--- src/rtl/timing_ring_ctrl.sv ---
// rtl/timing_ring_ctrl.sv - one-hot memory-cycle timing ring sequenced from the oscillator card
// Optional oscillator-loss watchdog is built when TIMING_RING_OSC_WATCHDOG_EN is defined.
module timing_ring_ctrl #(
    parameter int RING_LEN       = 10,
    parameter int PULSES_PER_POS = 2,
    parameter int WDT_CLKS       = 400
) (
    input  logic                clk,
    input  logic                rst,
    input  logic                osc,
    input  logic                run_req,
    input  logic                step_req,
    input  logic                stop_req,
    output logic [RING_LEN-1:0] ring,
    output logic                cycle_start,
    output logic                cycle_end,
    output logic                running,
    output logic                osc_fault
);

    localparam int POS_W = $clog2(RING_LEN);
    localparam int SUB_W = (PULSES_PER_POS > 1) ? $clog2(PULSES_PER_POS) : 1;
    localparam logic [POS_W-1:0] POS_LAST = POS_W'(RING_LEN - 1);
    localparam logic [SUB_W-1:0] SUB_LAST = SUB_W'(PULSES_PER_POS - 1);

    if (RING_LEN < 2 || PULSES_PER_POS < 1 || WDT_CLKS < 2) begin : g_param_check
        $error("timing_ring_ctrl: illegal parameter value");
    end

    typedef enum logic [1:0] {
        IDLE = 2'd0,
        RUN  = 2'd1,
        STEP = 2'd2
    } state_t;

    state_t           state, state_n;
    logic [POS_W-1:0] pos, pos_n;
    logic [SUB_W-1:0] sub, sub_n;
    logic             start_pend, start_pend_n;
    logic             mode_run, mode_run_n;
    logic             stop_pend, stop_pend_n;
    logic             cycle_start_n, cycle_end_n;
    logic             s1, s2, s3;
    logic             tick;
    logic             wdt_hit;
    logic             start_block;

    // Two-flop synchroniser plus an edge flop; one tick per oscillator rise.
    always_ff @(posedge clk) begin
        if (rst) begin
            s1 <= 1'b0;
            s2 <= 1'b0;
            s3 <= 1'b0;
        end else begin
            s1 <= osc;
            s2 <= s1;
            s3 <= s2;
        end
    end

    assign tick = s2 & ~s3;

`ifdef TIMING_RING_OSC_WATCHDOG_EN
    localparam int WDT_W = $clog2(WDT_CLKS);
    localparam logic [WDT_W-1:0] WDT_LAST = WDT_W'(WDT_CLKS - 1);

    logic [WDT_W-1:0] wdt_cnt;
    logic             fault_q;

    // Saturates one short of the limit; the hit fires on the edge that would reach it.
    always_ff @(posedge clk) begin
        if (rst) begin
            wdt_cnt <= '0;
        end else if (tick) begin
            wdt_cnt <= '0;
        end else if (wdt_cnt != WDT_LAST) begin
            wdt_cnt <= wdt_cnt + WDT_W'(1);
        end
    end

    always_ff @(posedge clk) begin
        if (rst) begin
            fault_q <= 1'b0;
        end else if (wdt_hit) begin
            fault_q <= 1'b1;
        end
    end

    assign wdt_hit     = (state != IDLE) && !tick && (wdt_cnt == WDT_LAST);
    assign start_block = fault_q;
    assign osc_fault   = fault_q;
`else
    assign wdt_hit     = 1'b0;
    assign start_block = 1'b0;
    assign osc_fault   = 1'b0;
`endif

    always_ff @(posedge clk) begin
        if (rst) begin
            state       <= IDLE;
            pos         <= '0;
            sub         <= '0;
            start_pend  <= 1'b0;
            mode_run    <= 1'b0;
            stop_pend   <= 1'b0;
            cycle_start <= 1'b0;
            cycle_end   <= 1'b0;
        end else begin
            state       <= state_n;
            pos         <= pos_n;
            sub         <= sub_n;
            start_pend  <= start_pend_n;
            mode_run    <= mode_run_n;
            stop_pend   <= stop_pend_n;
            cycle_start <= cycle_start_n;
            cycle_end   <= cycle_end_n;
        end
    end

    always_comb begin
        state_n       = state;
        pos_n         = pos;
        sub_n         = sub;
        start_pend_n  = start_pend;
        mode_run_n    = mode_run;
        stop_pend_n   = stop_pend;
        cycle_start_n = 1'b0;
        cycle_end_n   = 1'b0;

        unique case (state)
            IDLE: begin
                pos_n       = '0;
                sub_n       = '0;
                stop_pend_n = 1'b0;
                if (!start_block) begin
                    // A run request overrides a pending step; the same tick may start it.
                    if (run_req) begin
                        start_pend_n = 1'b1;
                        mode_run_n   = 1'b1;
                    end else if (step_req && !start_pend) begin
                        start_pend_n = 1'b1;
                        mode_run_n   = 1'b0;
                    end
                    if (tick && start_pend_n) begin
                        state_n       = mode_run_n ? RUN : STEP;
                        start_pend_n  = 1'b0;
                        cycle_start_n = 1'b1;
                    end
                end
            end
            default: begin
                if (state == RUN && stop_req) begin
                    stop_pend_n = 1'b1;
                end
                if (tick) begin
                    if (sub != SUB_LAST) begin
                        sub_n = sub + SUB_W'(1);
                    end else begin
                        sub_n = '0;
                        if (pos != POS_LAST) begin
                            pos_n = pos + POS_W'(1);
                        end else begin
                            // Run level and stop are judged only here, so cycles are never cut short.
                            pos_n       = '0;
                            cycle_end_n = 1'b1;
                            if (state == RUN && run_req && !stop_pend_n) begin
                                cycle_start_n = 1'b1;
                            end else begin
                                state_n     = IDLE;
                                stop_pend_n = 1'b0;
                            end
                        end
                    end
                end
            end
        endcase

        if (wdt_hit) begin
            state_n       = IDLE;
            pos_n         = '0;
            sub_n         = '0;
            start_pend_n  = 1'b0;
            stop_pend_n   = 1'b0;
            cycle_start_n = 1'b0;
            cycle_end_n   = 1'b0;
        end
    end

    always_comb begin
        ring = '0;
        if (state != IDLE) begin
            ring = RING_LEN'(1) << pos;
        end
    end

    assign running = (state != IDLE);

endmodule

--- config.mk ---
export PLATFORM = sky130hd
export DESIGN_NAME = timing_ring_ctrl
export DESIGN_NICKNAME = d
export VERILOG_FILES = /design/src/rtl/timing_ring_ctrl.sv
export SDC_FILE = /design/constraint.sdc
export NUM_CORES = 1
export LEC_CHECK = 0
export BUFFER_PORTS_ARGS = -buffer_cell sky130_fd_sc_hd__buf_4
export CAP_MARGIN = 20
export CORE_MARGIN = 10
export CORE_UTILIZATION = 50
export DETAILED_ROUTE_END_ITERATION = 16
export GPL_ROUTABILITY_DRIVEN = 0
export PLACE_DENSITY = 0.78
export SETUP_SLACK_MARGIN = 0.2
export SLEW_MARGIN = 20
export SYNTH_ARGS = -nofsm -noshare
export SYNTH_HDL_FRONTEND = slang
export SYNTH_SLANG_ARGS = --single-unit
--- constraint.sdc ---
create_clock -name clk -period 1.9 [get_ports clk]
set_clock_uncertainty 0.15 [all_clocks]
set_input_delay 0.095 -clock clk [delete_from_list [all_inputs] [get_ports clk]]
set_output_delay 0.095 -clock clk [all_outputs]
set_load 0.02 [all_outputs]
# == After elaboration in Yosys (flattened, before gate mapping) ==
# Cells that the tools add are included.
# word_totals
input_bits,6
regBits,15
out_inout_bits,14
word_cells,68
# classes
n_addsub,2
reduce_logical,15
muxes,30
n_shift,1
eq_ne,5
bitwise,4
# op_table
operator,n
2-to-1 mux 1 bit,21
2-to-1 mux 2 bit,7
2-to-1 mux 10 bit,1
"left shift 1 x 4 -> 10 bit, first input constant",1
nonzero test 2 bit,3
logical AND 1 bit,5
AND reduction 5 bit,1
"adder 4 x 1 -> 4 bit, second input constant",1
2-to-1 mux 4 bit,1
"!= test 2 x 1 -> 1 bit, second input constant",2
"!= test 4 bit, second input constant",1
OR reduction 4 bit,1
NOT 1 bit,3
"== test 2 x 1 -> 1 bit, second input constant",1
zero test 1 bit,2
zero test 2 bit,1
"!= test 2 bit, second input constant",1
AND reduction 2 bit,1
OR reduction 2 bit,1
"adder 1 bit, second input constant",1
bitwise AND 1 bit,1

# == Longest topological paths before layout ==
# logic_depth
ltp_word,11
mapped_depth,5
depth_no_buf,5

# == Least setup slack after synthesis ==
# Ideal clock, no wire load.
# synth_timing
kind,register to register
from,register pos[1]
to,register pos[2]
arrival_ns,1.435
setup_ns,0.070
required_time_ns,1.680
path_slack_ns,0.245
stages_incl_launch_ff,6
synth_period_minus_slack_ns,1.655
n_path_buf,1
path_cell_list,dfxtp_1 > clkbuf_1 > and2_1 > ha_1 > or3b_1 > a21oi_1
# synth_between
elab_chain_cells,2
elab_cells_between_ends,3
classes_between,1 x add/sub; 1 x eq/ne; 1 x mux
# synth_lines
element,line,source
from (decl),37,"logic [POS_W-1:0] pos, pos_n;"
from (signal assigned),110,pos <= pos_n;
adder 4 x 1 -> 4 bit / != test 4 bit (equally long branches),"161, 160",
2-to-1 mux 4 bit (*),160,if (pos != POS_LAST) begin
# Every way passes the cells marked *; elsewhere a longest branch is shown, timed or not.
# A chain may end at the register's enable or synchronous reset.

# == Worst setup path after layout ==
# layout_timing
from,register state[1]
to,output port ring[2]
# layout_between
elab_chain_cells,2
# layout_lines
element,line,source
from (decl),36,"state_t state, state_n;"
from (signal assigned),109,state <= state_n;
nonzero test 2 bit,191,if (state != IDLE) begin
2-to-1 mux 10 bit,191,
to (decl),14,"output logic [RING_LEN-1:0] ring,"
# No other way between the ends.

==> summary.txt <==
Outcome
  • Run status: finished clean

STA
  • WHS: 0.00229 ns
  • Hold Fails Final Rpt: 0
  • Final setup fails: 0
  • Tmin final: between 1.5 and 2 ns
  • Unrepaired setup endpoints after global routing: false
  • Final setup TNS: 0 ns
  • Max frequency: 628 MHz
  • Final slew viol count: 0
  • Final Cycle Share: 83.8%

Floorplan
  • CORE AREA: 0.00152 sq mm
  • Die X: 60.5 um
  • Die Span Y: 60.5 um
  • Die area: 0.00365 sq mm
  • Io pins: 20
  • Initial core utilization: 53.7%
  • FP Rows: 14

Synthesis
  • Sequential area share after synthesis: 36.7%
  • Post-Syn Area: roughly 800 sq um
  • Top cell type by total area after synthesis: dfxtp_1
  • Gate Count Post-Synth: 95
  • Syn_nets: 103
  • Syn avg cell area: 8.61 sq um
  • Adder-cell share of the synthesized area: 3.06%
  • Yosys Warn Count: 0
  • Top cell type's share of synthesized area: 36.7%
  • Most used flip-flop cell after synthesis: dfxtp_1
  • Mux cell area share after synthesis: 0%
  • FF+latch count, synth: 15
  • Post-Synth XOR/XNOR Area: 2.14%
  • Post-synthesis simple-gate area fraction: between 30% and 40%
  • Largest family of logic cells by synthesized area: simple AND/OR/NAND/NOR gates
  • Synth Area in Compound Gates: 13.1%
  • Top cells by area, synth: dfxtp_1 37%, nor2b_1 5.4%, nor2_1 4.1%
  • Synth async-reset ratio: 0%
  • Synth cell types: 36
  • Post-synth EDFFs: 0

GRT
  • Gr usage total: between 10 and 15%
  • Vias in the first global route: 700
  • Total congestion overflow: 0
  • Global-route wire length before repair: ~3.2 mm
  • Pin count of the biggest net entering global routing: 12
  • Antenna violations before repair: 0

Routing
  • Post-DRT Antenna Nets: 0
  • 1st-iter DRT viols: 11
  • Drt drc: 0
  • WL per Instance: 14.2 um
  • Post-DR vias/cell: 5.43
  • Final WL: 1.91 mm
  • Total number of vias: 728
  • Pre-antenna DRT Iters: 4

Layout
  • Antenna diode count: 0
  • Fin area: 0.00105 sq mm
  • Share of cells above drive strength 1: 32.2%
  • Area grow syn2layout: 28.1%
  • Fin nets: ~130
  • Fillers: 120

Worst setup path
  • Critical path depth in cells: 4
  • Crit path top cell by count: buf_4
  • Setup CP Type: reg2out
  • Crit path buf inv count: 2
  • Worst Path Max Fanout: 9
  • Crit path DAT: 1.35 ns
  • Reg-to-reg slack, setup: 0.40 ns
  • Slowest cell on crit path: dfxtp_4
  • CP required: 1.65 ns
  • Crit. End Element: output port
  • Worst reg2reg path endpoint: pos[2]$_SDFFE_PP0P_
  • Crit path launch type: flip-flop
  • Slowest stage delay, CP: slightly below 0.4 ns
  • Kind of cell adding the most delay to the critical path: flip-flops
  • Reg-to-reg startpoint: pos[2]$_SDFFE_PP0P_
  • Setup crit end: ring[2]
  • R2R depth: 4
  • Worst path cell trace: nor2_4 > buf_4 > nor4_1 > buf_4
  • Worst Setup SP: state[1]$_SDFFE_PP0P_

Clock network
  • CTS buffer count: 3
  • CTS tree: done
  • Skew-Pair Late Insertion Delay: a little under 0.3 ns
  • Clk buf depth: 2
  • H-tree levels: 1
  • Clock root cell: clkbuf_4
  • Clk sink count: 15
  • Clk pin slew, worst setup/hold paths: 0.09 ns

Power
  • Peak supply drop: 0.476 mV
  • Pwr Density: 567 mW/mm^2
  • P_leak: approximately 0.41 nW

Worst hold path
  • Hold WC Path Type: in2reg

Place
  • Number of port buffers: 18
  • DP Area: 960 sq um
  • Placed wire-length estimate: 1.38 mm

Job
  • Max cap viols: 0
per-layer routing:
layer / global-route usage [%] / vias up / routed length (um)
met3: 5.43 / 2 / 151
met5: 0 / - / 0
met2: 19.0 / 18 / 985
li1: - / 374 / -
met1: 12.0 / 334 / 762
met4: 2.19 / 0 / 8
worst register-to-register path, stage by stage (launching register included):
cell and delay (ns):
dfxtp_2 0.44, inv_1 0.06, ha_1 0.28, or3b_1 0.37, a21oi_1 0.14
worst min-delay path by stage:
stage,startpoint,to,slack [ns],cells past startpoint
2_1_floorplan,osc,s1$_SDFF_PP0_,0.07,1
4_1_cts,run_req,state[1]$_SDFFE_PP0P_,0.002,4
5_1_grt,run_req,state[1]$_SDFFE_PP0P_,0.01,4
6_report,run_req,state[1]$_SDFFE_PP0P_,0.002,4
3_5_place_dp,osc,s1$_SDFF_PP0_,0.16,2
3_3_place_gp,osc,s1$_SDFF_PP0_,0.16,2
power by group:
| part | total, mW | internal (mW) | switching (mW) |
|---|---|---|---|
| combinational | 0.0815 | 0.0386 | 0.0429 |
| sequential | 0.330 | 0.323 | 0.00702 |
| clock | 0.183 | 0.0783 | 0.105 |
| total | 0.594 | 0.440 | 0.155 |
layout make-up:
type | instances | area, sq um | area share [%]
Clock buffer | 3 | 22.5 | 2.15
Inverter | 3 | 11.3 | 1.07
Timing Repair Buffer | 26 | 205 | 19.6
Clock inverter | 1 | 5.00 | 0.477
Multi-Input combinational cell | 70 | 477 | 45.5
Tap cell | 16 | 20.0 | 1.91
Sequential cell | 15 | 308 | 29.4
cells in the mapped netlist (2+ instances only):
cell and instances:
a211oi_1 2, a21oi_1 6, and2_1 3, buf_2 2
buf_4 2, clkbuf_1 2, dfxtp_1 15, ha_1 2
inv_1 2, nand2_1 4, nand2b_1 4, nand4b_1 2
nor2_1 9, nor2_2 2, nor2b_1 7, nor3_1 3
nor3b_1 2, nor4_1 4, o21ai_0 5
metrics by stage:
step / power (mW) / utilization [%] / worst slack [ns] / std cells
6_report: 0.594 / 68.8 / 0.308 / 134
5_1_grt: 0.628 / 68.8 / 0.214 / 134
4_1_cts: 0.600 / 67.5 / 0.208 / 134
3_5_place_dp: 0.408 / 63.0 / 0.323 / 126
3_3_place_gp: 0.407 / 63.0 / 0.355 / 126
2_1_floorplan: 0.386 / - / 0.245 / 95
cells in the final DEF, fill, tap and decap left out, drive strengths merged, types with 2 or more instances in the layout:
cell type and count:
buf 22, nand4b 2, nand2b 4, nor2 11, dfxtp 15, ha 2, a211oi 2, nand2 4
o21ai 5, nor3 3, and2 3, dlygate4sd3 4, inv 3, nor3b 3, a21oi 6, nor4 4
clkbuf 3, nor2b 7
registers in the layout, indices dropped and copies added, names as in the netlist:
register     flops
cycle_end        1
cycle_start      1
mode_run         1
pos              4
s1               1
s2               1
s3               1
start_pend       1
state            2
stop_pend        1
sub              1
what timing repair did:
action	in CTS	in global routing
gates resized for setup	1	7
hold buffers	4	0
buffers inserted	0	0
endpoints found under the hold margin	9	0
setup endpoints to repair	5	11
cell families after synthesis:
logic type / count (synthesis)
XOR/XNOR: 2
AND/OR/NAND/NOR: 48
other: 1
flip-flops: 15
adder cells (fa/ha/maj): 2
buffers and inverters: 10
AO/OA/AOI/OAI: 17
No activity file was read; power rests on OpenSTA's default activity.
